$ cat src/rtl/pool2d_layer.sv
// pool2d_layer: streaming KxK max / average / min pooling with independent stride and a registered output stage.
// Optional macro POOL2D_LAST_EN adds last_o, which flags the final pooled pixel of each frame.
module pool2d_layer #(
    parameter int LineWidthPx = 16,
    parameter int LineCountPx = 12,
    parameter int WidthIn     = 8,
    parameter int KernelWidth = 2,
    parameter int Stride      = KernelWidth,
    parameter int InChannels  = 1,
    parameter int PoolMode    = 0
) (
    input  logic                          clk_i,
    input  logic                          rst_ni,
    input  logic                          valid_i,
    output logic                          ready_o,
    input  logic [InChannels*WidthIn-1:0] data_i,
    output logic                          valid_o,
    input  logic                          ready_i,
`ifdef POOL2D_LAST_EN
    output logic                          last_o,
`endif
    output logic [InChannels*WidthIn-1:0] data_o
);

    localparam int K    = KernelWidth;
    localparam int KK   = K * K;
    localparam int PixW = InChannels * WidthIn;
    localparam int KM1  = (K > 1) ? K - 1 : 1;
    localparam int XW   = (LineWidthPx > 1) ? $clog2(LineWidthPx) : 1;
    localparam int YW   = (LineCountPx > 1) ? $clog2(LineCountPx) : 1;
    localparam int PhW  = (Stride > 1) ? $clog2(Stride) : 1;
    localparam int SumW = WidthIn + $clog2(KK) + 1;

    localparam logic [XW-1:0]  X_MAX   = XW'(LineWidthPx - 1);
    localparam logic [YW-1:0]  Y_MAX   = YW'(LineCountPx - 1);
    localparam logic [XW-1:0]  X_K     = XW'(K - 1);
    localparam logic [YW-1:0]  Y_K     = YW'(K - 1);
    localparam logic [PhW-1:0] PH_LAST = PhW'(Stride - 1);

    if (PoolMode < 0 || PoolMode > 2) begin : g_bad_mode
        $error("pool2d_layer: PoolMode must be 0 (max), 1 (average) or 2 (min)");
    end
    if (K < 1 || Stride < 1 || LineWidthPx < K || LineCountPx < K) begin : g_bad_geom
        $error("pool2d_layer: illegal kernel, stride or frame geometry");
    end

    logic [XW-1:0]  x_q, x_d;
    logic [YW-1:0]  y_q, y_d;
    logic [PhW-1:0] px_q, px_d;
    logic [PhW-1:0] py_q, py_d;
    logic           valid_q, valid_d;
    logic [PixW-1:0] data_q, data_d;

    logic in_fire_s, eol_s, eof_s, win_ok_s, produce_s;
    logic [PixW-1:0]       win_s [K][K];
    logic [KK*WidthIn-1:0] chan_vals_s [InChannels];
    logic [PixW-1:0]       pool_s;

    assign ready_o   = ~valid_q | ready_i;
    assign in_fire_s = valid_i & ready_o;
    assign eol_s     = (x_q == X_MAX);
    assign eof_s     = eol_s & (y_q == Y_MAX);
    assign win_ok_s  = (x_q >= X_K) & (y_q >= Y_K) & (px_q == '0) & (py_q == '0);
    assign produce_s = in_fire_s & win_ok_s;

    // Reduce one channel's KxK window; max/min are unsigned, average rounds half up.
    function automatic logic [WidthIn-1:0] reduce_window(input logic [KK*WidthIn-1:0] vals);
        logic [WidthIn-1:0] ext;
        logic [SumW-1:0]    sum;
        ext = vals[WidthIn-1:0];
        sum = '0;
        for (int i = 0; i < KK; i++) begin
            if (PoolMode == 2) begin
                if (vals[i*WidthIn +: WidthIn] < ext) ext = vals[i*WidthIn +: WidthIn];
                else ext = ext;
            end else begin
                if (vals[i*WidthIn +: WidthIn] > ext) ext = vals[i*WidthIn +: WidthIn];
                else ext = ext;
            end
            sum = sum + SumW'(vals[i*WidthIn +: WidthIn]);
        end
        sum = sum + SumW'(KK / 2);
        if (PoolMode != 1) begin
            return ext;
        end else if ((KK & (KK - 1)) == 0) begin
            return WidthIn'(sum >> $clog2(KK));
        end else begin
            return WidthIn'(sum / SumW'(KK));
        end
    endfunction

    if (K > 1) begin : g_buf
        logic [PixW-1:0] lb_q  [KM1][LineWidthPx];
        logic [PixW-1:0] col_q [KM1][K];
        logic [PixW-1:0] cur_col_s [K];

        // Current column: live pixel on top of the same column from the previous K-1 rows.
        always_comb begin
            cur_col_s[0] = data_i;
            for (int r = 1; r < K; r++) begin
                cur_col_s[r] = lb_q[r-1][x_q];
            end
        end

        // Row delays and stored window columns advance only on accepted pixels.
        always_ff @(posedge clk_i) begin
            if (in_fire_s) begin
                lb_q[0][x_q] <= data_i;
                for (int r = 1; r < KM1; r++) begin
                    lb_q[r][x_q] <= lb_q[r-1][x_q];
                end
                col_q[0] <= cur_col_s;
                for (int c = 1; c < KM1; c++) begin
                    col_q[c] <= col_q[c-1];
                end
            end
        end

        // Window view: column 0 is the pixel being accepted, higher columns are older.
        always_comb begin
            for (int r = 0; r < K; r++) begin
                win_s[r][0] = cur_col_s[r];
                for (int c = 1; c < K; c++) begin
                    win_s[r][c] = col_q[c-1][r];
                end
            end
        end
    end else begin : g_nobuf
        // A 1x1 window is just the pixel being accepted.
        always_comb begin
            win_s[0][0] = data_i;
        end
    end

    // Gather each channel's window samples and reduce them.
    always_comb begin
        pool_s = '0;
        for (int ch = 0; ch < InChannels; ch++) begin
            chan_vals_s[ch] = '0;
            for (int r = 0; r < K; r++) begin
                for (int c = 0; c < K; c++) begin
                    chan_vals_s[ch][(r*K+c)*WidthIn +: WidthIn] = win_s[r][c][ch*WidthIn +: WidthIn];
                end
            end
            pool_s[ch*WidthIn +: WidthIn] = reduce_window(chan_vals_s[ch]);
        end
    end

    // Raster position and stride phases; phases only run once the window fits.
    always_comb begin
        x_d  = x_q;
        y_d  = y_q;
        px_d = px_q;
        py_d = py_q;
        if (in_fire_s) begin
            if (eol_s) begin
                x_d  = '0;
                px_d = '0;
                if (eof_s) begin
                    y_d  = '0;
                    py_d = '0;
                end else begin
                    y_d = y_q + 1'b1;
                    if (y_q >= Y_K) py_d = (py_q == PH_LAST) ? '0 : py_q + 1'b1;
                    else py_d = py_q;
                end
            end else begin
                x_d = x_q + 1'b1;
                if (x_q >= X_K) px_d = (px_q == PH_LAST) ? '0 : px_q + 1'b1;
                else px_d = px_q;
            end
        end else begin
            x_d = x_q;
        end
    end

`ifdef POOL2D_LAST_EN
    localparam logic [XW-1:0] X_LAST = XW'((K - 1) + Stride * ((LineWidthPx - K) / Stride));
    localparam logic [YW-1:0] Y_LAST = YW'((K - 1) + Stride * ((LineCountPx - K) / Stride));
    logic last_q, last_d;

    // Frame-final flag travels with the output pixel and holds under backpressure.
    always_comb begin
        last_d = last_q;
        if (ready_o) last_d = produce_s & (x_q == X_LAST) & (y_q == Y_LAST);
        else last_d = last_q;
    end

    // Frame-final flag register.
    always_ff @(posedge clk_i or negedge rst_ni) begin
        if (!rst_ni) last_q <= 1'b0;
        else last_q <= last_d;
    end

    assign last_o = last_q;
`endif

    // Output stage: refills whenever empty or being drained, otherwise holds.
    always_comb begin
        valid_d = valid_q;
        data_d  = data_q;
        if (ready_o) begin
            valid_d = produce_s;
            if (produce_s) data_d = pool_s;
            else data_d = data_q;
        end else begin
            valid_d = valid_q;
        end
    end

    // Control and output registers.
    always_ff @(posedge clk_i or negedge rst_ni) begin
        if (!rst_ni) begin
            x_q     <= '0;
            y_q     <= '0;
            px_q    <= '0;
            py_q    <= '0;
            valid_q <= 1'b0;
            data_q  <= '0;
        end else begin
            x_q     <= x_d;
            y_q     <= y_d;
            px_q    <= px_d;
            py_q    <= py_d;
            valid_q <= valid_d;
            data_q  <= data_d;
        end
    end

    assign valid_o = valid_q;
    assign data_o  = data_q;

endmodule

$ cat config.mk
export PLATFORM = sky130hd
export DESIGN_NAME = pool2d_layer
export DESIGN_NICKNAME = d
export VERILOG_FILES = /design/src/rtl/pool2d_layer.sv
export SDC_FILE = /design/constraint.sdc
export NUM_CORES = 1
export LEC_CHECK = 0
export ABC_AREA = 1
export BUFFER_PORTS_ARGS = -buffer_cell sky130_fd_sc_hd__buf_2
export CELL_PAD_IN_SITES_DETAIL_PLACEMENT = 1
export CELL_PAD_IN_SITES_GLOBAL_PLACEMENT = 1
export CORE_MARGIN = 3
export CORE_UTILIZATION = 45
export DETAILED_ROUTE_END_ITERATION = 7
export PLACE_DENSITY = 0.79
export SLEW_MARGIN = 20
export SYNTH_ARGS = -nofsm -noshare
export SYNTH_HDL_FRONTEND = slang
export SYNTH_SLANG_ARGS = --single-unit
$ cat constraint.sdc
create_clock -name clk_i -period 4.2 [get_ports clk_i]
set_input_delay 0.42 -clock clk_i [delete_from_list [all_inputs] [get_ports clk_i]]
set_output_delay 0.42 -clock clk_i [all_outputs]
set_load 0.005 [all_outputs]
-- Word-level counts from Yosys, hierarchy flattened
Memory sizes are Yosys's and may differ from the RTL's.
Cells that the tools add are included.
W data, S select, Z words.
- add/sub/neg operators: 4
- magnitude comparators: 7
- equality and inequality tests: 2
- multiplexer cells: 19
- bitwise operators: 11
- reductions and logical operators: 7
- operator list (kind ; count):
    $mux W128 ; 1
    $mux W8 ; 6
    $bmux W8 S4 ; 1
    $demux W8 S4 ; 1
    $gt A8 B8 Y1 ; 3
    $add A4 B1 Y4 const B ; 2
    $eq A4 B4 Y1 const B ; 2
    $ge A4 B1 Y1 const B ; 2
    $mux W1 ; 8
    $mux W4 ; 2
    $and A1 B1 Y1 ; 6
    $reduce_and A2 Y1 ; 3
    $ge A5 B5 Y1 const B ; 1
    $lt A5 B1 Y1 const B ; 1
    $not A4 Y5 ; 1
    $reduce_bool A2 Y1 ; 2
    $not A1 Y1 ; 3
    $reduce_and A3 Y1 ; 1
    $add A1 B1 Y1 const B ; 2
    $logic_and A1 B1 Y1 ; 1
    $or A1 B1 Y1 ; 1
- register bits: 19
- memory bits (writable): 144
- logic and storage cells: 58
- memories kept: 2
- memory list (name ; depth ; bits a word ; read ports ; clocked after memory_dff ; write ports ; line ; RTL):
    g_buf.lb_q ; 1 ; 128 ; 1 ; 0 ; 1 ; 93 ; logic [PixW-1:0] lb_q [KM1][LineWidthPx];
    g_buf.col_q ; 1 ; 16 ; 1 ; 0 ; 1 ; 94 ; logic [PixW-1:0] col_q [KM1][K];

-- Depth between registers and ports, before layout
Gate-level depths: netlist of run 1.
- depth after elaboration: 8
- mapped depth: 38

-- Worst setup path after synthesis of run 1
No wires, ideal clock.
- path type: input to register
- start: input data_i[7]
- end: register data_q[5], in the netlist data_o[5]
- library setup time: 0.117 ns
- arrival: 4.503 ns
- required time: 4.083 ns
- slack: -0.419 ns
- stages on the path: 25
- path buffers: 2
- cell sequence: inv_1 -> ha_1 -> a21o_1 -> nor2_1 -> nand2_1 -> nand2_1 -> clkbuf_1 -> nand2_1 -> o21ai_0 -> inv_1 -> ha_1 -> a21oi_1 -> nor2_1 -> a211oi_1 -> nand2_4 -> nand2_4 -> nand2_2 -> and2_1 -> ha_1 -> nand3_1 -> o41ai_1 -> clkbuf_1 -> nand3_1 -> nand2_1 -> nand2_1
- cells in the longest elaborated chain, start to end: 6
- RTL lines (what ; line ; RTL):
    start, declared ; 16 ; input logic [InChannels*WidthIn-1:0] data_i,
    $gt A8 B8 Y1 ; 77 ; if (vals[i*WidthIn +: WidthIn] > ext) ext = vals[i*WidthIn +: WidthIn];
    $mux W8 * ; 77 ;
    $gt A8 B8 Y1 ; 77 ;
    $mux W8 * ; 77 ;
    $gt A8 B8 Y1 ; 77 ;
    $mux W8 * ; 77 ;
    end signal, assigned ; 226 ; data_q <= data_d;
    end, declared ; 52 ; logic [PixW-1:0] data_q, data_d;
Every way passes the cells marked *; elsewhere a longest branch is shown, timed or not.
A chain may end at the register's enable or synchronous reset.

-- Worst setup path after layout of run 1
- start: memory g_buf.col_q[0][15] in the netlist's numbering
- end: register data_q[6], in the netlist data_o[6]
- cells in the longest elaborated chain, start to end: 7
- RTL lines (what ; line):
    start, declared ; 94
    $mem_v2 Z1 W16 * ; --
    $gt A8 B8 Y1 ; 77
    $mux W8 * ; 77
    $gt A8 B8 Y1 ; 77
    $mux W8 * ; 77
    $gt A8 B8 Y1 ; 77
    $mux W8 * ; 77
Marks and branches as above.

==> results.json, run 1 <==
{
  "p_leak_uw": 0.00381,
  "finClkSkew_ps": 17.0,
  "synth_top_area_share": 0.580,
  "synth_cell_types": 33,
  "clk_path_buf_depth": 2,
  "drt_pass1_iterations": 5,
  "final_area_um2": 9550,
  "syn_area_um2": 7450,
  "timing.critical_path.from_type": "flop",
  "fillers": 1667,
  "ant_nets": 0,
  "gp_congestion": 0.926,
  "vias": 5989,
  "fmax_mhz": 219,
  "worstMarginPinSlew_ps": 958,
  "viasPerCell": 5.87,
  "area_delta_synth_final_pct": 28.2,
  "die_w_um": 135,
  "portBuffers": 21,
  "crit_arrival_ps": 4890,
  "power.share.sequential": 0.245,
  "placed_cell_area_um2": 8210,
  "r2r-end": "data_o[6]$_DFFE_PN0P_",
  "r2r_cells": 25,
  "clk_latency_ps": 440,
  "synth_top_family_by_area": "simple AND/OR/NAND/NOR gates",
  "ioPinCount": 22,
  "internal_power_uw": 5190,
  "htree_levels": 4,
  "grt_use_total": 0.265,
  "core_area_um2": 16100,
  "diodes": 0,
  "synth-seq-cells": 163,
  "synth.area.top_cells": "edfxtp_1 58%, dfrtp_1 6.4%, nand2_1 6.3%",
  "clk_pin_slew_ps": 70,
  "syn-num-nets": 733,
  "tritoncts": "yes",
  "ys_warn_count": 0,
  "maxCapViolCount": 0,
  "synthXorXnorAreaFrac": 0.00118,
  "die_area_um2": 18100,
  "drt_first_iter_violations": 558,
  "synth_adder_area_share": 0.0521,
  "rsz0062_at_grt": "yes",
  "drive_above_1_share": 0.295,
  "min_path_cells": 4,
  "swShare": 0.434,
  "synth_top_area_cell": "edfxtp_1",
  "cp_max_fo": 7,
  "clkSinkCount": 163,
  "hpwl_mm": 14.2,
  "finalSetupViolations": 8,
  "min_to": "valid_o$_DFFE_PN0N_",
  "drv_slew": 0,
  "r2r_start": "g_buf.col_q[0][15]$_DFFE_PP_",
  "r2r_slack_ps": -360,
  "grt_pass1_vias": 6155,
  "grt_max_degree": 38,
  "worst_path_max_delay_cell": "edfxtp_1",
  "rows": 46,
  "status": "finished, violations left",
  "die_y_um": 135,
  "avgSynthCellArea_um2": 10.8,
  "synth_seq_area_share": 0.644,
  "fin_nets": 837,
  "overflow": 0,
  "cpPeakStageDelay_ps": 470,
  "netSwitchingPower_uw": 3970,
  "setup_ws_ps": -364,
  "synthMuxAreaShare": 0,
  "hold_class": "in -> reg",
  "wl_per_cell_um": 25.3,
  "antenna_found_initial": 0,
  "power.combinational.fraction": 0.580,
  "failed_checks": "setup timing",
  "cts_buffers": 17,
  "critical_path_buf_inv_count": 6,
  "drc_errors": 0,
  "min_period_ps": 4560,
  "pwr-share-clk": 0.175,
  "cp.required_ps": 4530,
  "finalCritPeriodShare": 1.09,
  "start_util": 0.464,
  "hold_slack_ps": 267,
  "cp_top_family": "simple AND/OR/NAND/NOR gates",
  "cellPowerDensity_nw_per_um2": 959,
  "synthCells": 690,
  "tns_ps": -2650,
  "synthSimpleGateAreaFrac": 0.161,
  "drt_wl_total_mm": 25.8,
  "cp-end-kind": "flop",
  "critical_path_class": "reg -> reg",
  "slew-limit-headroom": 0.359,
  "cts_root_buf": "clkbuf_16",
  "grt_pass1_wl_mm": 35.9,
  "ir_drop_uv": 442,
  "synth_compound_area_frac": 0.0899,
  "hold_viol": 0,
  "min_from": "ready_i"
}
-- per-stage QoR --
| step | cells | util | setup WS [ps] | total power (uW) |
|---|---|---|---|---|
| floorplan | 690 | - | 13.3 | 4300 |
| global placement | 962 | 0.511 | -180 | 5480 |
| detailed placement | 962 | 0.511 | -510 | 5730 |
| CTS | 1008 | 0.569 | 7.30 | 7950 |
| global route | 1020 | 0.595 | -462 | 9570 |
| finish | 1020 | 0.595 | -364 | 9160 |
-- per-layer routing --
| layer | track usage | up-vias | share of wire |
|---|---|---|---|
| li1 | - | 2597 | - |
| met1 | 0.326 | 2966 | 0.37 |
| met2 | 0.465 | 328 | 0.51 |
| met3 | 0.0496 | 98 | 0.070 |
| met4 | 0.0979 | 0 | 0.050 |
| met5 | 0 | - | 0 |
-- synthesized netlist by cell type (all sizes together) --
cell / instances
edfxtp: 144
nand2: 136
nor2: 85
o21ai: 78
inv: 72
ha: 31
nand3: 30
o22ai: 29
dfrtp: 19
clkbuf: 14
a21oi: 12
nand4: 11
buf: 9
and2: 7
nor3: 4
or2: 2
a211oi: 1
a21o: 1
a31oi: 1
clkinv: 1
o211ai: 1
o41ai: 1
xor2: 1
-- logic make-up after synthesis --
family,count (synthesis)
flip-flops,163
AND/OR/NAND/NOR,275
XOR/XNOR,1
adder cells (fa/ha/maj),31
buffers and inverters,96
AO/OA/AOI/OAI,124
-- worst min-delay path, cell delays in order --
cell	delay, ps
buf_2	80
inv_1	30
nand2_1	80
nand2_1	60
-- power groups by stage --
| stage | clock [uW] | sequential, uW | combinational, uW |
|---|---|---|---|
| after floorplan | 0 | 2190 | 2120 |
| after global placement | 0 | 2230 | 3250 |
| after detailed placement | 0 | 2240 | 3480 |
| after CTS | 1580 | 2230 | 4140 |
| after global routing | 1690 | 2270 | 5610 |
| final | 1600 | 2250 | 5310 |
-- timing repair --
| action | in CTS | in global routing |
|---|---|---|
| resized for setup | 49 | 69 |
| endpoints found under the hold margin | 19 | 0 |
| pin swaps | 22 | 36 |
| gates cloned | 1 | 0 |
| setup buffers | 15 | 12 |
| setup endpoints to repair | 8 | 8 |
| hold buffers | 1 | 0 |
-- layout make-up --
type	count	area, um2	share of cell area
flip-flops and latches	163	4800	0.503
clock buffers	17	425	0.0445
clock inverters	12	161	0.0169
well taps	216	270	0.0283
inverters	73	274	0.0287
multi-input cells	432	2780	0.291
repair buffers	107	841	0.0880
-- state kept, by name, summed over array words and instances, names as in the netlist --
| signal | count |
|---|---|
| y_q | 4 |
| g_buf.lb_q | 128 |
| x_q | 4 |
| valid_o | 1 |
| px_q | 1 |
| py_q | 1 |
| g_buf.col_q | 16 |
| data_o | 8 |
-- worst max path at each step --
| stage | startpoint | to | slack [ps] | cells after the start |
|---|---|---|---|---|
| final | g_buf.col_q[0][15]$_DFFE_PP_ | data_o[6]$_DFFE_PN0P_ | -360 | 25 |
| after global routing | g_buf.col_q[0][15]$_DFFE_PP_ | data_o[5]$_DFFE_PN0P_ | -460 | 30 |
| after CTS | g_buf.col_q[0][13]$_DFFE_PP_ | data_o[0]$_DFFE_PN0P_ | 7 | 27 |
| after detailed placement | data_i[7] | data_o[1]$_DFFE_PN0P_ | -510 | 28 |
| after global placement | data_i[7] | data_o[3]$_DFFE_PN0P_ | -180 | 33 |
| after floorplan | data_i[7] | data_o[5]$_DFFE_PN0P_ | 10 | 29 |
-- cells in the final DEF, fill, tap and decap left out, drive strengths merged, types with 4 or more instances in the layout --
master,n
nor2,85
ha,31
nand2,137
nor3,4
clkinv,6
inv,73
clkbuf,17
and2,7
edfxtp,144
buf,106
dfrtp,19
nand4,11
a21oi,12
nand3,30
o21ai,78
o22ai,29
Note: power is estimated with default switching activity, not from simulation.
==> inputs of run 2 (changes only) <==
- CORE_MARGIN: 3 -> not set
- TNS_END_PERCENT: not set -> 30
==> run 2 against run 1 <==
Net effect: the run still ends with setup timing left; first-iteration DRC count rose by 13%; critical path depth up 2; global-route usage grew 1.2 points; count of clock-buffer cells in the layout is the same; sequential share of layout area fell by 0.35 points; non-clock buffer count is the same; hold slack gained 0.73 ps; flip-flop and latch count is the same; final area increased by 0.69%; register-to-register slack improved by 170 ps; power fell by 0.37%; critical endpoint is now data_o[2]$_DFFE_PN0P_; largest cell class unchanged.
==> results.json, run 2 (same netlist as run 1, synthesis figures left out) <==
{
  "hold_viol": 0,
  "worstMarginPinSlew_ps": 1250,
  "portBuffers": 21,
  "timing.critical_path.from_type": "flop",
  "die_y_um": 131,
  "clk_pin_slew_ps": 70,
  "grt_use_total": 0.277,
  "drc_errors": 0,
  "mostFrequentLayoutCells": "144 x edfxtp_1, 110 x nand2_1, 77 x nor2_1",
  "multi_input_area_um2": 2800,
  "diodes": 0,
  "grt_pass1_wl_mm": 33.9,
  "power.share.sequential": 0.246,
  "m1WireLength_mm": 9.66,
  "regArea_um2": 4800,
  "viasPerCell": 5.92,
  "p_total_uw": 9130,
  "status": "finished, violations left",
  "clk_latency_ps": 460,
  "dr_wl_met3_mm": 1.63,
  "min_period_ps": 4390,
  "ant_nets": 0,
  "cellPowerDensity_nw_per_um2": 949,
  "finalSetupViolations": 8,
  "cp.required_ps": 4530,
  "antenna_found_initial": 0,
  "cts_buffers": 17,
  "met2_length_mm": 13.2,
  "clk_path_buf_depth": 2,
  "slew-limit-headroom": 0.162,
  "drive_above_1_share": 0.300,
  "drt_pass1_iterations": 5,
  "setup_ws_ps": -190,
  "start_util": 0.466,
  "fmax_mhz": 228,
  "crit_arrival_ps": 4720,
  "tritoncts": "yes",
  "layout.cells.most_common": "edfxtp_1",
  "highest_layer": "met4",
  "largest_register_ff_count": 128,
  "pwr-share-clk": 0.188,
  "finClkSkew_ps": 24.3,
  "grt_max_degree": 39,
  "final_util": 0.601,
  "power.combinational.fraction": 0.566,
  "drv_slew": 0,
  "drt_first_iter_violations": 631,
  "top_register": "g_buf.lb_q",
  "internal_power_uw": 5190,
  "failed_checks": "setup timing",
  "htree_levels": 4,
  "maxCapViolCount": 0,
  "wl_per_cell_um": 25.4,
  "core_area_um2": 16000,
  "rows": 46,
  "cp-end-kind": "flop",
  "critical_path_class": "reg -> reg",
  "finalCritPeriodShare": 1.05,
  "vias": 6053,
  "area_delta_synth_final_pct": 29.1,
  "ir_drop_uv": 528,
  "die_w_um": 131,
  "p_leak_uw": 0.00384,
  "hpwl_mm": 13.8,
  "cp_max_fo": 37,
  "grt_pass1_vias": 6117,
  "gp_congestion": 0.871,
  "swShare": 0.432,
  "ioPinCount": 22,
  "hold_class": "in -> reg",
  "clkSinkCount": 163,
  "tns_ps": -1140,
  "die_area_um2": 17100,
  "cts_root_buf": "clkbuf_16",
  "netSwitchingPower_uw": 3940,
  "rsz0062_at_grt": "yes",
  "fillers": 1673,
  "fin_nets": 837,
  "drt_wl_total_mm": 26.0,
  "overflow": 0
}
run 2: cell types whose count changed in the layout (fill, tap and decap cells not counted), sizes merged:
| cell | delta |
|---|---|
| clkinvlp | -3 |
| inv | +8 |
| clkinv | -2 |
run 2: path summary, 6_finish.rpt:
| kind | endpoint | cells past startpoint | slack [ps] | from |
|---|---|---|---|---|
| max in group asynchronous | x_q[0]$_DFFE_PN0P_ | 2 | 3440 | rst_ni |
| min reg2reg | data_o[7]$_DFFE_PN0P_ | 2 | 480 | data_o[7]$_DFFE_PN0P_ |
| max reg2reg | data_o[2]$_DFFE_PN0P_ | 27 | -190 | x_q[0]$_DFFE_PN0P_ |
| min in group asynchronous | y_q[1]$_DFFE_PN0P_ | 2 | 440 | rst_ni |
| max | data_o[2]$_DFFE_PN0P_ | 27 | -190 | x_q[0]$_DFFE_PN0P_ |
| min | valid_o$_DFFE_PN0N_ | 4 | 270 | ready_i |
run 2: cell type report:
class | instances | share of cell area
Clock buffer | 17 | 0.0442
Clock inverter | 15 | 0.0199
Inverter | 73 | 0.0285
Multi-Input combinational cell | 432 | 0.291
Sequential cell | 163 | 0.499
Tap cell | 216 | 0.0281
Timing Repair Buffer | 107 | 0.0891
run 2: per-stage QoR:
step | cell area (um2) | std cells | hold slack (ps) | setup slack [ps]
5_1_grt | 9620 | 1023 | 306 | -422
3_3_place_gp | 8210 | 959 | 385 | -287
6_report | 9620 | 1023 | 268 | -190
2_1_floorplan | 7480 | 690 | 124 | 13.3
4_1_cts | 9060 | 1005 | 267 | 8.54
3_5_place_dp | 8210 | 959 | 389 | -604
run 2: critical path, stage by stage (launching register included):
cell and delay, ps:
dfrtp_2 450, inv_2 170, buf_12 230, o21ai_0 140, o22ai_1 400, nand2_1 140, nand4_1 230, ha_4 250
nand2_2 60, inv_2 30, nand2_2 60, inv_2 50, buf_4 130, nand4_4 100, buf_8 170, nand3_4 90
and2_4 160, ha_4 250, a21oi_1 190, o21ai_1 90, nand2_1 70, o211ai_1 130, o41ai_4 90, buf_4 220
buf_6 140, nand3_2 90, nand2_1 70, nand2_1 50
run 2: power by group through the flow:
| stage | Combinational, uW | Clock (uW) | Sequential, uW |
|---|---|---|---|
| 2_1_floorplan | 2120 | 0 | 2190 |
| 3_3_place_gp | 3270 | 0 | 2210 |
| 3_5_place_dp | 3500 | 0 | 2240 |
| 4_1_cts | 3820 | 1670 | 2220 |
| 5_1_grt | 5420 | 1760 | 2270 |
| 6_report | 5170 | 1710 | 2250 |
run 2: routing by layer:
metal,GRT usage,up-vias
met3,0.0525,112
met4,0.134,0
met1,0.334,3017
li1,-,2596
met5,0,-
met2,0.477,328
run 2: timing repair:
action,4_1_cts,5_1_grt
resized for setup,27,95
gates cloned,1,0
buffers inserted,12,18
hold buffers,1,0
endpoints found under the setup margin,8,8
hold endpoints to repair,19,0
pin swaps,14,41
==> inputs of run 3 (changes only) <==
- RECOVER_POWER: not set -> 50
==> run 3 against run 2 <==
Net effect: the run still ends with setup timing left; maximum frequency about the same; clock skew grew 0.67 ps; largest cell class unchanged; core utilization fell by 0.078 points; register-to-register slack barely moved; flip-flop and latch count did not move; critical path type unchanged; via count decreased by 0.26%; cell count is the same.
==> results.json, run 3 (same netlist as run 1, synthesis figures left out) <==
{
  "rsz0062_at_grt": "yes",
  "multi_input_area_um2": 2800,
  "regArea_um2": 4800,
  "clk_path_buf_depth": 2,
  "final_area_um2": 9610,
  "final_util": 0.600,
  "ioPinCount": 22,
  "r2r-end": "data_o[2]$_DFFE_PN0P_",
  "largest_register_ff_count": 128,
  "overflow": 0,
  "core_area_um2": 16000,
  "cp.required_ps": 4530,
  "min_to": "valid_o$_DFFE_PN0N_",
  "p_leak_uw": 0.00383,
  "grt_pass1_wl_mm": 33.9,
  "netSwitchingPower_uw": 3940,
  "pwr-share-clk": 0.188,
  "start_util": 0.466,
  "cp_max_fo": 37,
  "r2r_start": "x_q[0]$_DFFE_PN0P_",
  "clk_latency_ps": 460,
  "cts_root_buf": "clkbuf_16",
  "area_delta_synth_final_pct": 28.9,
  "drt_first_iter_violations": 631,
  "finalNonFillerCells": 1023,
  "worstMarginPinSlew_ps": 1240,
  "critical_path_class": "reg -> reg",
  "placed_cell_area_um2": 8210,
  "r2r_slack_ps": -190,
  "p_total_uw": 9130,
  "finalSetupViolations": 8,
  "drt_pass1_iterations": 5,
  "maxCapViolCount": 0,
  "fmax_mhz": 228,
  "cp-end-kind": "flop",
  "ant_nets": 0,
  "portBuffers": 21,
  "htree_levels": 4,
  "mostFrequentLayoutCells": "144 x edfxtp_1, 110 x nand2_1, 77 x nor2_1",
  "cpPeakStageDelay_ps": 450,
  "clkSinkCount": 163,
  "power.share.sequential": 0.247,
  "hold_viol": 0,
  "status": "finished, violations left",
  "gp_congestion": 0.871,
  "die_w_um": 131,
  "viasPerCell": 5.90,
  "layout.cells.most_common": "edfxtp_1",
  "cp-startpoint": "x_q[0]$_DFFE_PN0P_",
  "finClkSkew_ps": 25.0,
  "crit_top_cell": "nand2_1",
  "r2r_cells": 27,
  "internal_power_uw": 5180,
  "cts_buffers": 17,
  "drv_slew": 0,
  "tritoncts": "yes",
  "power.combinational.fraction": 0.566,
  "antenna_found_initial": 0,
  "grt_use_total": 0.277,
  "crit_arrival_ps": 4710,
  "min_path_cells": 4,
  "hold_class": "in -> reg",
  "worst_path_max_delay_cell": "dfrtp_2",
  "min_period_ps": 4390,
  "min_from": "ready_i",
  "finalCritPeriodShare": 1.04,
  "timing.critical_path.from_type": "flop",
  "fillers": 1678,
  "ir_drop_uv": 528,
  "die_area_um2": 17100,
  "failed_checks": "setup timing",
  "hpwl_mm": 13.8,
  "clk_pin_slew_ps": 70,
  "grt_pass1_vias": 6117,
  "drive_above_1_share": 0.295,
  "swShare": 0.432,
  "wl_per_cell_um": 25.3,
  "setup_ws_ps": -186,
  "dp.cells": 959,
  "top_register": "g_buf.lb_q",
  "drc_errors": 0,
  "vias": 6037,
  "diodes": 0,
  "fin_nets": 837,
  "grt_max_degree": 39,
  "drt_wl_total_mm": 25.9,
  "cellPowerDensity_nw_per_um2": 950,
  "slew-limit-headroom": 0.169,
  "die_y_um": 131,
  "rows": 46
}
-- run 3: cell count changes in the layout (fill, tap and decap cells not counted) --
cell	delta
clkbuf_1	+4
buf_2	-1
buf_4	-3
-- run 3: critical path, delay by kind of cell (launching register included) --
family / cells / cell delay (ps)
AOI/OAI and AO/OA: 6 / 1040
buffers and inverters: 8 / 1140
adders and majority gates: 2 / 500
and+or+nand+nor: 11 / 1110
DFF: 1 / 450
-- run 3: metal layers --
metal | vias up | part of all wire | global-route usage
met5 | - | 0 | 0
met4 | 0 | 0.059 | 0.134
met3 | 112 | 0.068 | 0.0525
met2 | 333 | 0.51 | 0.477
met1 | 2996 | 0.37 | 0.334
li1 | 2596 | - | -
-- run 3: layout make-up --
cell class / count / share of cell area
inverter: 73 / 0.0285
clock inverter: 15 / 0.0199
timing repair buffer: 107 / 0.0879
sequential: 163 / 0.500
tap: 216 / 0.0281
clock buffer: 17 / 0.0443
multi-input combinational: 432 / 0.291
-- run 3: worst max-delay path by stage --
stage                       endpoint  slack, ps  depth (start not counted)
2_1_floorplan  data_o[5]$_DFFE_PN0P_         10                         29
3_3_place_gp   data_o[4]$_DFFE_PN0P_       -290                         35
3_5_place_dp   data_o[5]$_DFFE_PN0P_       -600                         33
4_1_cts        data_o[5]$_DFFE_PN0P_          9                         33
5_1_grt        data_o[1]$_DFFE_PN0P_       -420                         31
6_report       data_o[2]$_DFFE_PN0P_       -190                         27
-- run 3: timing repair --
action	CTS	global route
endpoints found under the setup margin	8	8
buffers inserted	12	18
pin swaps	14	41
gates resized for setup	27	95
cloned	1	0
hold endpoints to repair	19	0
hold buffers	1	0
-- run 3: power by group through the flow --
stage / clock (uW) / combinational, uW / sequential [uW]
after floorplan: 0 / 2120 / 2190
after global placement: 0 / 3270 / 2210
after detailed placement: 0 / 3500 / 2240
after CTS: 1670 / 3820 / 2220
after global routing: 1760 / 5420 / 2270
final: 1710 / 5160 / 2250
-- run 3: stage by stage --
step	setup WS (ps)	hold slack [ps]	TNS [ps]
2_1_floorplan	13.3	124	0
3_5_place_dp	-604	389	-4660
6_report	-186	269	-1100
3_3_place_gp	-287	385	-2070
5_1_grt	-422	306	-3120
4_1_cts	8.54	267	0
